File: src/rtl/uart_tx_responder.sv
// Memory-mapped UART transmitter: small TX FIFO, programmable baud divider,
// 8N1 framing with back-to-back frames when the FIFO still holds data.
module uart_tx_responder #(
  parameter int          DATA_WIDTH   = 32,
  parameter int          ADDR_WIDTH   = 32,
  parameter int          FIFO_DEPTH   = 4,
  parameter logic [15:0] BAUD_DIV_RST = 16'd434
) (
  input  logic                  clk,
  input  logic                  reset,
  input  logic                  WrtEn,
  input  logic [ADDR_WIDTH-1:0] ADDRIn,
  input  logic [DATA_WIDTH-1:0] DataIn,
  output logic [DATA_WIDTH-1:0] ReadData,
  output logic                  Tx
);

  localparam int PW = $clog2(FIFO_DEPTH);
  localparam int CW = PW + 1;

  typedef enum logic [1:0] {IDLE, START, DATA, STOP} state_e;

  state_e          state_q, state_d;
  logic [15:0]     baud_q, baud_d, div_q, div_d, cnt_q, cnt_d;
  logic [7:0]      shift_q, shift_d;
  logic [2:0]      bit_q, bit_d;
  logic            tx_q, tx_d, ovf_q, ovf_d;
  logic [PW-1:0]   wptr_q, rptr_q;
  logic [CW-1:0]   count_q;
  logic [7:0]      mem_q [FIFO_DEPTH];

  logic wr_tx, wr_st, wr_baud, fifo_full, fifo_empty, tx_busy;
  logic pop, push, launch;
  logic unused_bits;

  assign unused_bits = ^{ADDRIn[ADDR_WIDTH-1:4], DataIn[DATA_WIDTH-1:16]};

  assign wr_tx      = WrtEn && (ADDRIn[3:0] == 4'h0);
  assign wr_st      = WrtEn && (ADDRIn[3:0] == 4'h4);
  assign wr_baud    = WrtEn && (ADDRIn[3:0] == 4'h8);
  assign fifo_full  = (count_q == CW'(FIFO_DEPTH));
  assign fifo_empty = (count_q == '0);
  assign tx_busy    = (state_q != IDLE);
  assign Tx         = tx_q;

  // A full FIFO still accepts a byte on the edge that pops its head.
  assign push  = wr_tx && (!fifo_full || pop);
  assign ovf_d = (wr_tx && fifo_full && !pop) || (ovf_q && !wr_st);
  assign baud_d = wr_baud ? ((DataIn[15:0] == 16'd0) ? 16'd1 : DataIn[15:0]) : baud_q;

  always_comb begin
    state_d = state_q;
    div_d   = div_q;
    cnt_d   = cnt_q;
    shift_d = shift_q;
    bit_d   = bit_q;
    tx_d    = tx_q;
    launch  = 1'b0;
    case (state_q)
      IDLE:  launch = !fifo_empty;
      START: begin
        if (cnt_q == 16'd0) begin
          state_d = DATA;
          cnt_d   = div_q - 16'd1;
          tx_d    = shift_q[0];
        end else cnt_d = cnt_q - 16'd1;
      end
      DATA: begin
        if (cnt_q == 16'd0) begin
          cnt_d = div_q - 16'd1;
          if (bit_q == 3'd7) begin
            state_d = STOP;
            tx_d    = 1'b1;
          end else begin
            bit_d   = bit_q + 3'd1;
            shift_d = shift_q >> 1;
            tx_d    = shift_q[1];
          end
        end else cnt_d = cnt_q - 16'd1;
      end
      STOP: begin
        if (cnt_q == 16'd0) begin
          if (!fifo_empty) launch = 1'b1;
          else             state_d = IDLE;
        end else cnt_d = cnt_q - 16'd1;
      end
      default: state_d = IDLE;
    endcase
    // Divider is latched per frame so BAUDDIV writes never disturb a frame in flight.
    if (launch) begin
      state_d = START;
      shift_d = mem_q[rptr_q];
      bit_d   = 3'd0;
      div_d   = baud_q;
      cnt_d   = baud_q - 16'd1;
      tx_d    = 1'b0;
    end
  end

  assign pop = launch;

  always_ff @(posedge clk) begin
    if (reset) begin
      state_q <= IDLE;
      baud_q  <= BAUD_DIV_RST;
      div_q   <= 16'd0;
      cnt_q   <= 16'd0;
      shift_q <= 8'd0;
      bit_q   <= 3'd0;
      tx_q    <= 1'b1;
      ovf_q   <= 1'b0;
      wptr_q  <= '0;
      rptr_q  <= '0;
      count_q <= '0;
    end else begin
      state_q <= state_d;
      baud_q  <= baud_d;
      div_q   <= div_d;
      cnt_q   <= cnt_d;
      shift_q <= shift_d;
      bit_q   <= bit_d;
      tx_q    <= tx_d;
      ovf_q   <= ovf_d;
      if (push) wptr_q <= wptr_q + PW'(1);
      if (pop)  rptr_q <= rptr_q + PW'(1);
      count_q <= count_q + CW'(push) - CW'(pop);
    end
  end

  always_ff @(posedge clk) begin
    if (!reset && push) mem_q[wptr_q] <= DataIn[7:0];
  end

  always_comb begin
    ReadData = '0;
    case (ADDRIn[3:0])
      4'h4:    ReadData[3:0]  = {ovf_q, fifo_empty, fifo_full, tx_busy};
      4'h8:    ReadData[15:0] = baud_q;
      default: ReadData = '0;
    endcase
  end

endmodule

File: config.mk
export PLATFORM = sky130hd
export DESIGN_NAME = uart_tx_responder
export DESIGN_NICKNAME = d
export VERILOG_FILES = /design/src/rtl/uart_tx_responder.sv
export SDC_FILE = /design/constraint.sdc
export NUM_CORES = 1
export LEC_CHECK = 0
export CORE_ASPECT_RATIO = 0.7
export CORE_MARGIN = 2
export CORE_UTILIZATION = 45
export CTS_CLUSTER_DIAMETER = 30
export DETAILED_ROUTE_END_ITERATION = 7
export PLACE_DENSITY = 0.76
export SLEW_MARGIN = 0
export SYNTH_ARGS = -nofsm -noshare
export SYNTH_HDL_FRONTEND = slang
export SYNTH_SLANG_ARGS = --single-unit
File: constraint.sdc
create_clock -name clk -period 4.8 [get_ports clk]
set_input_delay 0.72 -clock clk [delete_from_list [all_inputs] [get_ports clk]]
set_output_delay 0.72 -clock clk [all_outputs]
set_load 0.01 [all_outputs]
Word level (Yosys, flattened, before mapping)

Memory sizes are Yosys's and may differ from the RTL's. A register that Yosys moved wholly into a read port is not among the register bits.
Index checks and enable logic that the tools add are counted.

Bits in registers: 70
Bits in latches: 0
Memory bits (writable): 32
ROM bits: 0
Input port bits: 67
Output and inout bits: 33
Logic and storage cells: 106
Memories: 1

$add $sub $neg: 8
Multipliers: 0
Div/mod/pow operators: 0
Order comparisons: 0
Equality and inequality tests: 19
Shift operators: 0
Mux-type cells: 30
Bitwise operators: 1
Reduce and logical (&&, ||, !) cells: 35

Memory list:

| name  | words | width | rd ports | clocked after Yosys merged registers in | write ports | line | RTL |
|---|---|---|---|---|---|---|---|
| mem_q | 4     | 8     | 1        | 1                                       | 1           | 30   | `logic [7:0] mem_q [FIFO_DEPTH];` |

Operators by type and width:

| operator              | count |
|---|---|
| $mux 16               | 4 |
| $sub 16x1->16 const B | 3 |
| $logic_not 16->1      | 2 |
| $mux 8                | 4 |
| $pmux 16 s2           | 1 |
| $ne 3x3->1 const B    | 6 |
| $mux 2                | 7 |
| $mux 12               | 1 |
| $ne 2x2->1 const B    | 6 |
| $reduce_and 6->1      | 2 |
| $mux 1                | 9 |
| $reduce_and 3->1      | 3 |
| $reduce_bool 3->1     | 3 |
| $logic_and 1x1->1     | 8 |
| $pmux 4 s2            | 1 |
| $eq 3x3->1 const B    | 2 |
| $pmux 2 s3            | 1 |
| $reduce_bool 2->1     | 3 |
| $logic_not 1->1       | 5 |
| $add 2x1->2 const B   | 2 |
| $eq 2x2->1 const B    | 2 |
| $eq 4x3->1 const B    | 1 |
| $eq 4x4->1 const B    | 1 |
| $logic_not 4->1       | 1 |
| 12 further kinds      | 15 |

Logic depth before layout (Yosys ltp)

Depth in word-level cells: 9
Depth in mapped cells: 13
Gate-level depth less buffers: 12

Worst setup path after synthesis

Ideal clock, no wire load.

Path kind: input to register
Start point: input port ADDRIn[1]
End point: register count_q[2]
Setup time: 128 ps
Arrival: 2723 ps
Data required time: 4672 ps
Setup slack: 1949 ps
Stages on the path: 10
Buffers on the path: 1
Cell sequence: or2_1 clkbuf_1 or3b_2 nor3_1 a21o_1 ha_1 inv_1 fa_1 xnor2_1 nor2_1

Longest elaborated chain between the ends: 5

Ends and longest elaborated chain:

| item                 | line | RTL |
|---|---|---|
| from (decl)          | 12   | `input logic [ADDR_WIDTH-1:0] ADDRIn,` |
| $logic_not 4->1      | 38   | `assign wr_tx = WrtEn && (ADDRIn[3:0] == 4'h0);` |
| $logic_and 1x1->1    | 38   |  |
| $logic_and 1x1->1    | 47   | `assign push = wr_tx && (!fifo_full \|\| pop);` |
| $add 3x1->3          | 126  | `count_q <= count_q + CW'(push) - CW'(pop);` |
| $sub 3x1->3          | 126  |  |
| to (signal assigned) | 126  |  |
| to (decl)            | 29   | `logic [CW-1:0] count_q;` |

No other way between the ends.
A chain may end at the register's enable or synchronous reset.

Worst setup path after layout

Start point: input port ADDRIn[3]
End point: output port ReadData[7]

Longest elaborated chain between the ends: 2

Ends and longest elaborated chain:

| item       | line | RTL |
|---|---|---|
| $eq 4x4->1 | 136  | `case (ADDRIn[3:0])` |
| $mux 12    | 136  |  |
| to (decl)  | 14   | `output logic [DATA_WIDTH-1:0] ReadData,` |

No other way between the ends.

==> impl_metrics.csv <==
group,metric,value,unit
die,num_rows,34,
clock_tree,htree_levels,3,
cells_and_area,area_growth_syn_to_layout,13.2,%
synth,syn_inst,626,
clock_tree,cts_tree,"built",
timing,tightest_slew,907,ps
worst_setup_path,end_kind,"output port",
cells_and_area,finalNonFillerCells,811,
worst_setup_path,critPathMaxFanout,14,
synth,yosysMostFrequentCell,"nand2_1",
timing,max_freq,0.255,GHz
routing,vias_per_cell,5.80,
power,p_int,2.06,mW
grt,busiest_layer,"met1",
die,fp.dieH,97.8,um
routing,antenna_left,0,
flow_run,cap_violations,0,
cells_and_area,diodes,0,
timing,setup_viol,0,
synth,synth_top_area_share,25.5,%
min_path,hp-class,"reg -> reg",
power,clockPowerShare,21.4,%
synth,synth_edf_count,32,
grt,grt_util_met1,34.8,%
power,pwr-share-seq,31.4,%
cells_and_area,num-nets-final,729,
clock_tree,clockRootBuffer,"clkbuf_16",
placement,io_buffer_count,39,
worst_setup_path,cp.arrival,3200,ps
synth,yosys-top-cells-count,"93 x nand2_1, 72 x dfxtp_1, 51 x nor2_1, 42 x a21oi_1, 32 x edfxtp_1",
timing,slew_viol_final,0,
worst_setup_path,crit_type,"in -> out",
placement,place.detailed.hpwl,10.2,mm
synth,synth.distinct_cells,64,
cells_and_area,utilization,51.8,%
timing,hold_violations,0,
grt,grt_overflow,0,
placement,place.gp.congestion,0.919,
worst_setup_path,critPathLaunchType,"primary input",
synth,ys_async_sr_fraction,0,%
routing,vias,4700,
run_status,status,"completed",
grt,grt_max_degree,45,
synth,synth_area,0.00565,mm2
routing,drt-pass1-iter-count,5,
power,switchingPower,1.62,mW
routing,wl,14.3,mm
die,top_level_ports,100,
cells_and_area,n_fill_cell,1085,
grt,antenna_found_initial,0,
power,power.density,577,mW/mm2
clock_tree,cts_hold_buf,0,
synth,ys.flop_type,"dfxtp_1",
die,initial_core_util,45.8,%
cells_and_area,layout-drive-gt1-share,6.47,%
synth,yosysSeqAreaShare,42.5,%
power,ir_drop,372,uV
timing,rsz0062_at_grt,"false",
timing,fin_worst_skew,13.6,ps
timing,maxSlewHeadroom,39.0,%
timing,finalCriticalPeriod,3920,ps
clock_tree,numCtsBuffers,9,
clock_tree,clock_latency,360,ps
clock_tree,clkTransAtPathRegs,80,ps
worst_setup_path,crit_required,4080,ps
placement,place_inst,795,
synth,avgSynthCellArea,9.03,um2
grt,met3_usage,3.22,%
timing,period_share,81.6,%
synth,synth-seq-cells,104,
die,dieArea,0.0135,mm2
power,p_leak,2.24,nW
synth,ys_warn_count,0,
routing,drtIter0Drc,493,
timing,fin_tns_setup,0,ps
synth,synth_top_cell_by_area,"dfxtp_1",
routing,wire_per_inst,17.7,um
clock_tree,post_cts_buffers,0,
power,sw_frac_of_total,44.0,%
clock_tree,ctsResizeCount,0,
grt,grt.total_usage,21.9,%
routing,drc,0,
grt,grt_pass1_vias,4384,
power,p_comb_share,47.3,%
die,fp.dieW,138,um
clock_tree,cts_sinks,104,
grt,use_met2,31.3,%
synth,synth.area.top_cells,"dfxtp_1 26%, edfxtp_1 17%, nand2_1 6.2%",
clock_tree,cts_buffer_depth,2,
die,core_area,0.0123,mm2
grt,grt_pass1_wl,23.2,mm
==> cells by family (layout without fill, tap and decap cells) <==
group | after synthesis | count (layout) | synth area share, %
buffers and inverters | 67 | 75 | 5.78
other | 1 | 16 | 0.0664
xor gates and xnor gates | 39 | 39 | 6.05
and+or+nand+nor | 260 | 260 | 22.5
DFF | 104 | 104 | 42.5
muxes | 22 | 22 | 5.69
adders and majority gates | 18 | 18 | 4.12
AOI/OAI and AO/OA | 115 | 115 | 13.3
==> layout by cell type, fill, tap and decap left out, types with 3 or more instances in the layout <==
cell and n:
or3_1 7, o31ai_1 3, and2_1 17, mux4_2 8, nor2b_1 6, mux2i_1 13
o21ai_1 7, nand2b_1 8, nor3b_1 4, nand3b_1 9, a22oi_1 4, or4_1 4
o22ai_1 7, buf_4 4, nor3_1 23, a21o_1 3, conb_1 16, dfxtp_1 72
a21oi_1 42, nand2_1 93, o21ai_0 7, nand3_1 11, xnor2_1 23, xor2_1 16
edfxtp_1 32, nor4_1 14, inv_1 16, a31oi_1 6, clkdlybuf4s50_1 38, clkbuf_16 9
nor2_1 51, ha_1 17, a211oi_1 14
==> layer usage <==
layer  share of wire (%)  up-vias
met5                   0        -
met4                0.62        0
met3                 8.3        8
met2                  42      224
met1                  49     2245
li1                    -     2223
==> cell type report <==
class | instances | area [um2] | area share [%]
Inverter | 16 | 60.1 | 0.939
Sequential cell | 104 | 2400 | 37.6
Multi-Input combinational cell | 470 | 2990 | 46.8
Tap cell | 162 | 203 | 3.17
Clock buffer | 9 | 225 | 3.52
Clock inverter | 7 | 96.3 | 1.51
Timing Repair Buffer | 43 | 415 | 6.50
==> path summary, 6_finish.rpt <==
path / slack (ps) / startpoint / cells past startpoint / end
worst max-delay path: 880 / ADDRIn[3] / 5 / ReadData[7]
worst min-delay path: 480 / div_q[1]$_SDFFE_PP0N_ / 2 / div_q[1]$_SDFFE_PP0N_
worst max register to register: 1180 / cnt_q[2]$_SDFFE_PP0P_ / 10 / count_q[2]$_SDFF_PP0_
worst min register to register: 480 / div_q[1]$_SDFFE_PP0N_ / 2 / div_q[1]$_SDFFE_PP0N_
==> through the flow <==
step	setup WS, ps	hold WS [ps]	power, mW	instance area [um2]
detailed placement	988	467	2.86	6070
global placement	1070	463	2.84	6070
floorplan	1950	448	2.46	5710
global route	787	508	3.91	6390
CTS	936	477	3.65	6390
finish	882	478	3.69	6390
==> power by group through the flow <==
stage	sequential (mW)	clock (mW)	combinational [mW]
6_report	1.16	0.788	1.74
5_1_grt	1.17	0.829	1.90
4_1_cts	1.15	0.789	1.71
3_5_place_dp	1.17	0	1.69
3_3_place_gp	1.17	0	1.67
2_1_floorplan	1.12	0	1.34
==> state kept, by name, summed over array words and instances, names as in the netlist, named ones only <==
register,count
div_q,16
wptr_q,2
rptr_q,2
cnt_q,16
ovf_q,1
state_q,2
bit_q,3
shift_q,8
count_q,3
baud_q,16
mem_q,32
Tx,1
==> worst max-delay path, stage by stage <==
cell             delay, ps
clkdlybuf4s50_1        550
nor2b_1                340
nor2b_1                780
and2_1                 260
clkdlybuf4s50_1        550
Note: power is estimated with default switching activity, not from simulation.
